==> src/rtl/cotm32_trap_ctrl.sv <==
// cotm32 machine-mode trap controller: M-mode trap CSRs, Zicsr access, trap/MRET sequencing.
// Optional build macro COTM32_MTVEC_VECTORED_EN enables vectored mtvec mode.
module cotm32_trap_ctrl #(
   parameter logic [31:0] RESET_MTVEC     = 32'h0000_0000,
   parameter int unsigned IRQ_SYNC_STAGES = 2
) (
   input  logic        clk,
   input  logic        rst_n,
   input  logic [1:0]  csr_op,
   input  logic [11:0] csr_addr,
   input  logic [31:0] csr_wdata,
   output logic [31:0] csr_rdata,
   output logic        csr_illegal,
   input  logic        exc_valid,
   input  logic [31:0] exc_cause,
   input  logic [31:0] exc_pc,
   input  logic [31:0] exc_tval,
   input  logic        mret_valid,
   input  logic        boundary,
   input  logic [31:0] boundary_pc,
   input  logic        irq_msi,
   input  logic        irq_mti,
   input  logic        irq_mei,
   output logic        flush_req,
   input  logic        flush_ack,
   output logic        redirect_valid,
   output logic [31:0] redirect_pc,
   input  logic        redirect_ready,
   output logic [1:0]  priv,
   output logic        busy
);

   localparam logic [1:0] PRIV_U = 2'b00;
   localparam logic [1:0] PRIV_M = 2'b11;

   typedef enum logic [1:0] {IDLE, FLUSH, REDIRECT} state_t;
   state_t state;

   logic [IRQ_SYNC_STAGES-1:0] msi_sync, mti_sync, mei_sync;
   logic [2:0]  mip_bits, mie_en, pend;
   logic        st_mie, st_mpie;
   logic [1:0]  st_mpp;
   logic [29:0] mtvec_base;
   logic        mtvec_mode;
   logic [31:0] mscratch, mepc_r, mcause, mtval;

   logic        csr_hit, csr_we;
   logic [31:0] csr_val, csr_new;
   logic        idle, gie, irq_any;
   logic        take_exc, take_mret, take_irq, mret_ok, trap_entry, accept;
   logic [3:0]  irq_code;
   logic [29:0] vec_off;
   logic [31:0] trap_cause, trap_epc, trap_tval, next_pc;

   always_ff @(posedge clk or negedge rst_n) begin
      if (!rst_n) begin
         msi_sync <= '0;
         mti_sync <= '0;
         mei_sync <= '0;
      end else begin
         msi_sync <= {msi_sync[IRQ_SYNC_STAGES-2:0], irq_msi};
         mti_sync <= {mti_sync[IRQ_SYNC_STAGES-2:0], irq_mti};
         mei_sync <= {mei_sync[IRQ_SYNC_STAGES-2:0], irq_mei};
      end
   end

   // bit order {MEI, MTI, MSI} matches mip/mie bits 11/7/3
   assign mip_bits = {mei_sync[IRQ_SYNC_STAGES-1], mti_sync[IRQ_SYNC_STAGES-1],
                      msi_sync[IRQ_SYNC_STAGES-1]};

   always_comb begin
      csr_hit = 1'b1;
      csr_val = '0;
      case (csr_addr)
         12'h300: csr_val = {19'b0, st_mpp, 3'b0, st_mpie, 3'b0, st_mie, 3'b0};
         12'h304: csr_val = {20'b0, mie_en[2], 3'b0, mie_en[1], 3'b0, mie_en[0], 3'b0};
         12'h305: csr_val = {mtvec_base, 1'b0, mtvec_mode};
         12'h340: csr_val = mscratch;
         12'h341: csr_val = mepc_r;
         12'h342: csr_val = mcause;
         12'h343: csr_val = mtval;
         12'h344: csr_val = {20'b0, mip_bits[2], 3'b0, mip_bits[1], 3'b0, mip_bits[0], 3'b0};
         default: csr_hit = 1'b0;
      endcase
      case (csr_op)
         2'd1:    csr_new = csr_wdata;
         2'd2:    csr_new = csr_val | csr_wdata;
         2'd3:    csr_new = csr_val & ~csr_wdata;
         default: csr_new = csr_val;
      endcase
   end

   assign csr_illegal = (csr_op != 2'd0) && (!csr_hit || priv == PRIV_U);
   assign csr_rdata   = (csr_hit && priv != PRIV_U) ? csr_val : '0;
   assign idle        = (state == IDLE);
   assign csr_we      = (csr_op != 2'd0) && !csr_illegal && idle;

   assign pend     = mip_bits & mie_en;
   assign gie      = (priv == PRIV_U) || st_mie;
   assign irq_any  = (|pend) && gie;
   assign irq_code = pend[2] ? 4'd11 : pend[0] ? 4'd3 : 4'd7;

   assign take_exc   = idle && exc_valid;
   assign take_mret  = idle && !exc_valid && mret_valid;
   assign take_irq   = idle && !exc_valid && !mret_valid && boundary && irq_any;
   assign mret_ok    = take_mret && (priv == PRIV_M);
   // MRET outside M becomes an illegal-instruction trap
   assign trap_entry = take_exc || (take_mret && priv != PRIV_M) || take_irq;
   assign accept     = trap_entry || mret_ok;

   assign trap_cause = take_irq ? {1'b1, 27'b0, irq_code} : take_exc ? exc_cause : 32'd2;
   assign trap_epc   = take_irq ? boundary_pc : exc_pc;
   assign trap_tval  = take_exc ? exc_tval : '0;
   assign vec_off    = (take_irq && mtvec_mode) ? {26'b0, irq_code} : '0;
   assign next_pc    = trap_entry ? {mtvec_base + vec_off, 2'b00} : mepc_r;

   always_ff @(posedge clk or negedge rst_n) begin
      if (!rst_n) begin
         priv       <= PRIV_M;
         st_mie     <= 1'b0;
         st_mpie    <= 1'b0;
         st_mpp     <= PRIV_U;
         mie_en     <= '0;
         mtvec_base <= RESET_MTVEC[31:2];
         mscratch   <= '0;
         mepc_r     <= '0;
         mcause     <= '0;
         mtval      <= '0;
      end else begin
         if (csr_we) begin
            case (csr_addr)
               12'h300: begin
                  st_mie  <= csr_new[3];
                  st_mpie <= csr_new[7];
                  st_mpp  <= (csr_new[12:11] == PRIV_M) ? PRIV_M : PRIV_U;
               end
               12'h304: mie_en     <= {csr_new[11], csr_new[7], csr_new[3]};
               12'h305: mtvec_base <= csr_new[31:2];
               12'h340: mscratch   <= csr_new;
               12'h341: mepc_r     <= csr_new & 32'hFFFF_FFFC;
               12'h342: mcause     <= csr_new;
               12'h343: mtval      <= csr_new;
               default: ;
            endcase
         end
         // later assignments override a coincident CSR write on the same fields
         if (trap_entry) begin
            mepc_r  <= trap_epc & 32'hFFFF_FFFC;
            mcause  <= trap_cause;
            mtval   <= trap_tval;
            st_mpie <= st_mie;
            st_mie  <= 1'b0;
            st_mpp  <= priv;
            priv    <= PRIV_M;
         end else if (mret_ok) begin
            st_mie  <= st_mpie;
            st_mpie <= 1'b1;
            priv    <= st_mpp;
            st_mpp  <= PRIV_U;
         end
      end
   end

`ifdef COTM32_MTVEC_VECTORED_EN
   always_ff @(posedge clk or negedge rst_n) begin
      if (!rst_n)
         mtvec_mode <= 1'b0;
      else if (csr_we && csr_addr == 12'h305)
         mtvec_mode <= (csr_new[1:0] == 2'b01);
   end
`else
   assign mtvec_mode = 1'b0;
`endif

   always_ff @(posedge clk or negedge rst_n) begin
      if (!rst_n) begin
         state          <= IDLE;
         flush_req      <= 1'b0;
         redirect_valid <= 1'b0;
         redirect_pc    <= '0;
         busy           <= 1'b0;
      end else begin
         case (state)
            IDLE: if (accept) begin
               state       <= FLUSH;
               flush_req   <= 1'b1;
               busy        <= 1'b1;
               redirect_pc <= next_pc;
            end
            FLUSH: if (flush_ack) begin
               state          <= REDIRECT;
               flush_req      <= 1'b0;
               redirect_valid <= 1'b1;
            end
            REDIRECT: if (redirect_ready) begin
               state          <= IDLE;
               redirect_valid <= 1'b0;
               busy           <= 1'b0;
            end
            default: state <= IDLE;
         endcase
      end
   end

endmodule

==> config.mk <==
export PLATFORM = sky130hd
export DESIGN_NAME = cotm32_trap_ctrl
export DESIGN_NICKNAME = d
export VERILOG_FILES = /design/src/rtl/cotm32_trap_ctrl.sv
export SDC_FILE = /design/constraint.sdc
export NUM_CORES = 1
export LEC_CHECK = 0
export BUFFER_PORTS_ARGS = -buffer_cell sky130_fd_sc_hd__buf_2
export CORE_UTILIZATION = 55
export DETAILED_ROUTE_END_ITERATION = 6
export HOLD_SLACK_MARGIN = 0.02
export PLACE_DENSITY = 0.78
export SYNTH_ARGS = -nofsm -noshare
export SYNTH_HDL_FRONTEND = slang
export SYNTH_SLANG_ARGS = --single-unit
==> constraint.sdc <==
create_clock -name clk -period 3.01 [get_ports clk]
set_input_delay 0.602 -clock clk [delete_from_list [all_inputs] [get_ports clk]]
set_output_delay 0.602 -clock clk [all_outputs]
set_load 0.03 [all_outputs]
* Yosys cells after proc, flatten, opt, wreduce, memory -nomap -nowiden
Cells that the tools add are included.
Word-level totals: bits in registers 210, latch bits 0, bits in writable memories 0, bits in read-only memories 0, bits of input ports 184, output and inout port bits 70, logic and storage cells 137, memories 0
Cells by class: $add $sub $neg 0, $mul 0, div/mod/pow operators 0, magnitude comparators 0, equal/unequal tests 19, shifts and indexed selects 0, mux-type cells 46, bitwise logic cells 4, reductions and logical operators 50
Operator list (number):
- 2-to-1 mux 32 bit | 15
- one-hot mux 32 bit (8 select lines) | 1
- == test 12 x 10 -> 1 bit, second input constant | 8
- one-hot mux 32 bit (3 select lines) | 1
- bitwise AND 32 bit | 1
- inverter 32 bit | 1
- OR 32 bit | 1
- 2-to-1 mux 2 bit | 10
- nonzero test 2 bit | 10
- AND reduction 2 bit | 8
- logical AND 1 bit | 13
- 2-to-1 mux 1 bit | 13
- AND reduction 3 bit | 4
- == test 2 bit, second input constant | 5
- OR reduction 8 bit | 1
- inequality test 2 bit, second input constant | 3
- one-hot mux 1 bit (2 select lines) | 3
- one-hot mux 2 bit (3 select lines) | 1
- nonzero test 3 bit | 2
- logical OR 1 bit | 5
- == test 2 x 1 -> 1 bit, second input constant | 2
- logical NOT 1 bit | 4
- logical NOT 2 bit | 2
- 2-to-1 mux 4 bit | 1
- other kinds (4) | 4

* Longest topological paths before layout
word-level depth 12, mapped depth 10, depth with buffers taken out 6

* Worst setup path after synthesis
Ideal clock, no wire load.
kind input to output, start input port csr_addr[1], end output port csr_rdata[11], arrival 2.608 ns, path slack -0.200 ns, stages 6, buffers on the path 2, path through buf_2 > or3b_1 > a31oi_4 > o211ai_1 > clkbuf_1 > nor3_1
On the way: word-level cells in the longest chain between the ends 5, elaborated cells on any way between the ends 13
Ends and longest elaborated chain:
- start: declaration | RTL line 10 | input logic [11:0] csr_addr,
- == test 12 x 10 -> 1 bit | RTL line 74 | case (csr_addr)
- OR reduction 8 bit (no source line)
- 2-to-1 mux 1 bit | RTL line 74
- logical AND 1 bit | RTL line 94 | assign csr_rdata = (csr_hit && priv != PRIV_U) ? csr_val : '0;
- 2-to-1 mux 32 bit * | RTL line 94
- end: declaration | RTL line 12 | output logic [31:0] csr_rdata,
Mark *: on every way between the ends. The rest lies on a longest branch, timed or not.

* Final worst setup path
start input port csr_addr[1], end output port csr_rdata[12]
Same word-level chain as after synthesis.

==> results.yml <==
global_routing:
  grt_pass1_vias: 10800
  antenna_found_initial: 4
  overflow: 0
  grt_first_pass_wirelength_um: 57700
  grt_max_degree: 79
  grt_util_all_layers_pct: 36.9
synthesis:
  async_flop_share_pct: 100
  synth_ff_type: "dfrtp_1"
  synth_area_leaders: "dfrtp_1, a211oi_1, nand2_1"
  yosysTopAreaCell: "dfrtp_1"
  post_synth.cell_area_avg_um2: 9.05
  synth_common_cells: "dfrtp_1, nand2_1, nor2_1, a21oi_1, a211oi_1"
  synth_top_area_share_pct: 45.9
  ys_warn_count: 0
  synth_edf_count: 0
  synth.most_common_cell: "dfrtp_1"
  syn_inst: 1228
  syn_area_um2: 11100
  synth_cell_type_count: 66
  synth-seq-area-share_pct: 46.4
  ys_ff_latch: 206
clock_tree:
  cts-root-buf: "clkbuf_16"
  clkLatencyLatePin_ns: 0.52
  numCtsBuffers: 22
  cts.repair.resized: 0
  cts_tree: "built"
  cts_hold_buf: 0
  cts_max_level: 1
  clkTransAtPathRegs_ns: 0.06
  cts_num_sinks: 206
  cts_buffer_depth: 3
  cts_setup_buffers: 0
timing:
  max_freq_ghz: 0.340
  hold_violations: 0
  min_period_ns: 2.94
  skew_ns: 0.0212
  finalCritPeriodShare_pct: 97.7
  setup-violations-final: 0
  drv_slew: 0
  rsz0062_at_grt: "false"
  maxSlewHeadroom_pct: 41.7
  tns_ns: 0
  worstMarginPinSlew_ns: 0.874
route:
  wl_per_cell_um: 21.7
  firstDrtPassIters: 5
  via_count: 11100
  post-route-drc-count: 0
  post_drt_via_cell_ratio: 6.38
  drt_iter0_markers: 988
  routed_wl_um: 37800
  antenna_left: 0
finish:
  area.growth.synth_to_final_pct: 22.6
  final_cell_area_um2: 13600
  fill_cells: 1564
  postLayoutCoreUtil_pct: 69.3
  layout.nets: 1643
  drive_gt1_share_pct: 27.7
floorplanning:
  fp.coreArea_um2: 19700
  boundaryPins: 254
  die-area_um2: 20800
  die_w_um: 144
  initial_core_util_pct: 56.6
  die_height_um: 144
  rows: 51
setup_path:
  endpoint_kind: "output pin"
  worstPathRequired_ns: 2.41
  path_class: "input port to output pin"
  worst_setup_path_start_kind: "input port"
  slowest_delay_ns: 0.41
  arrival_ns: 2.34
  cp_cell_sequence: "buf_2 > buf_4 > or3_1 > nor4b_1 > buf_4 > a211oi_1 > nor2_1 > buf_2"
  path_max_fanout: 4
  crit_slowest_cell: "or3_1"
pwr:
  netSwitchingPower_mw: 4.44
  p_leak_nw: 6.07
  p_int_mw: 7.00
  p_sw_share_pct: 38.8
  p_per_area_nw_per_um2: 840
  power_mw: 11.4
  p_seq_share_pct: 37.9
  clkPwrFrac_pct: 24.4
  worst_ir_drop_vdd_mv: 0.615
  power_frac_comb_pct: 37.7
worst_hold_path:
  hp-class: "input port to asynchronous set/reset pin"
placed_design:
  dpl_cell_area_um2: 12900
  globalplace.congestion: 0.885
  dp_hpwl_um: 26000
  portBuffers: 247
status:
  outcome: "finished clean"
run:
  cap_violations: 0
==> per-layer routing <==
metal	GRT usage, %	part of all wire (%)	vias to the layer above
met4	18.0	4.4	2
met2	58.1	46	713
met5	0	0.034	-
met1	48.3	38	5300
met3	8.11	11	124
li1	-	-	4985
==> flip-flops by register name, summed over array words and instances (netlist names) <==
signal and count:
flush_req 1, redirect_valid 1, mtval 32, st_mpie 1, mei_sync 2, mie_en 3
redirect_pc 30, state 2, st_mie 1, mtvec_base 30, mepc_r 30, mscratch 32
mti_sync 2, priv 2, busy 1, mcause 32, msi_sync 2, st_mpp 2
==> worst max-delay path: cells and delay by family <==
family / cells / cell delay (ns)
buffers and inverters: 4 / 0.70
AND/OR/NAND/NOR: 3 / 0.99
AO/OA/AOI/OAI: 1 / 0.04
==> power by group through the flow <==
stage | logic, mW | clock network [mW] | registers, mW
after floorplan | 2.57 | 0 | 4.60
after global placement | 4.09 | 0 | 4.31
after detailed placement | 4.25 | 0 | 4.35
after CTS | 4.28 | 2.80 | 4.32
after global routing | 4.73 | 2.90 | 4.44
final | 4.32 | 2.79 | 4.34
==> stage by stage <==
| step | hold slack, ns | setup slack (ns) | std cells |
|---|---|---|---|
| after global placement | 0.334 | 0.0687 | 1700 |
| final | 0.0655 | 0.0689 | 1743 |
| after global routing | 0.0953 | 0.0135 | 1742 |
| after detailed placement | 0.335 | 0.0808 | 1700 |
| after floorplan | 0.306 | 0.0127 | 1229 |
| after CTS | 0.0822 | 0.0821 | 1740 |
==> cell families (layout without fill, tap and decap cells) <==
logic type,Yosys count,count (layout),synth area share (%)
AOI/OAI and AO/OA,464,464,26.4
and+or+nand+nor,390,390,15.1
DFF,206,206,46.4
buffers and inverters,116,362,4.57
muxes,38,38,6.51
xor gates and xnor gates,13,13,1.02
other,1,5,0.0337
==> final cells by class <==
class	count	area (µm²)	share of cell area (%)
clock buffer	32	638	4.68
tap	265	332	2.43
sequential	206	5160	37.8
clock inverter	8	105	0.771
timing repair buffer	317	1860	13.6
multi-input combinational	907	5510	40.4
inverter	5	18.8	0.138
antenna	3	7.51	0.0551
==> path summary, 6_finish.rpt <==
kind / end / slack (ns) / cells after the start / start
worst max-delay path: csr_rdata[12] / 0.07 / 8 / csr_addr[1]
worst min-delay path: mtvec_base[3] / 0.07 / 1 / rst_n
worst max register to register: mcause[2] / 0.32 / 5 / state[1]
worst min register to register: mti_sync[1] / 0.35 / 0 / mti_sync[0]
max in group asynchronous: priv[0] / 2.11 / 2 / rst_n
min in group clk: mei_sync[0] / 0.20 / 1 / irq_mei
==> layout by cell type, fill, tap and decap left out, types with 4 or more instances in the layout <==
cell	count
buf_2	246
dfrtp_1	204
nand2_1	176
nor2_1	145
a21oi_1	128
a211oi_1	97
o21ai_0	78
buf_4	63
a31oi_1	51
mux4_2	27
a22oi_1	27
o22ai_1	24
clkbuf_16	22
xnor2_1	12
nor3_1	8
a222oi_1	8
and2_1	7
o21ai_1	7
mux2i_1	7
a32oi_1	7
a22o_1	7
buf_12	7
nand4_1	6
nor2b_1	6
clkbuf_8	6
nand3_1	5
inv_1	5
nand2b_1	5
clkbuf_1	5
or2_2	4
mux2_2	4
clkinv_2	4
(Power assumes the default switching activity.)
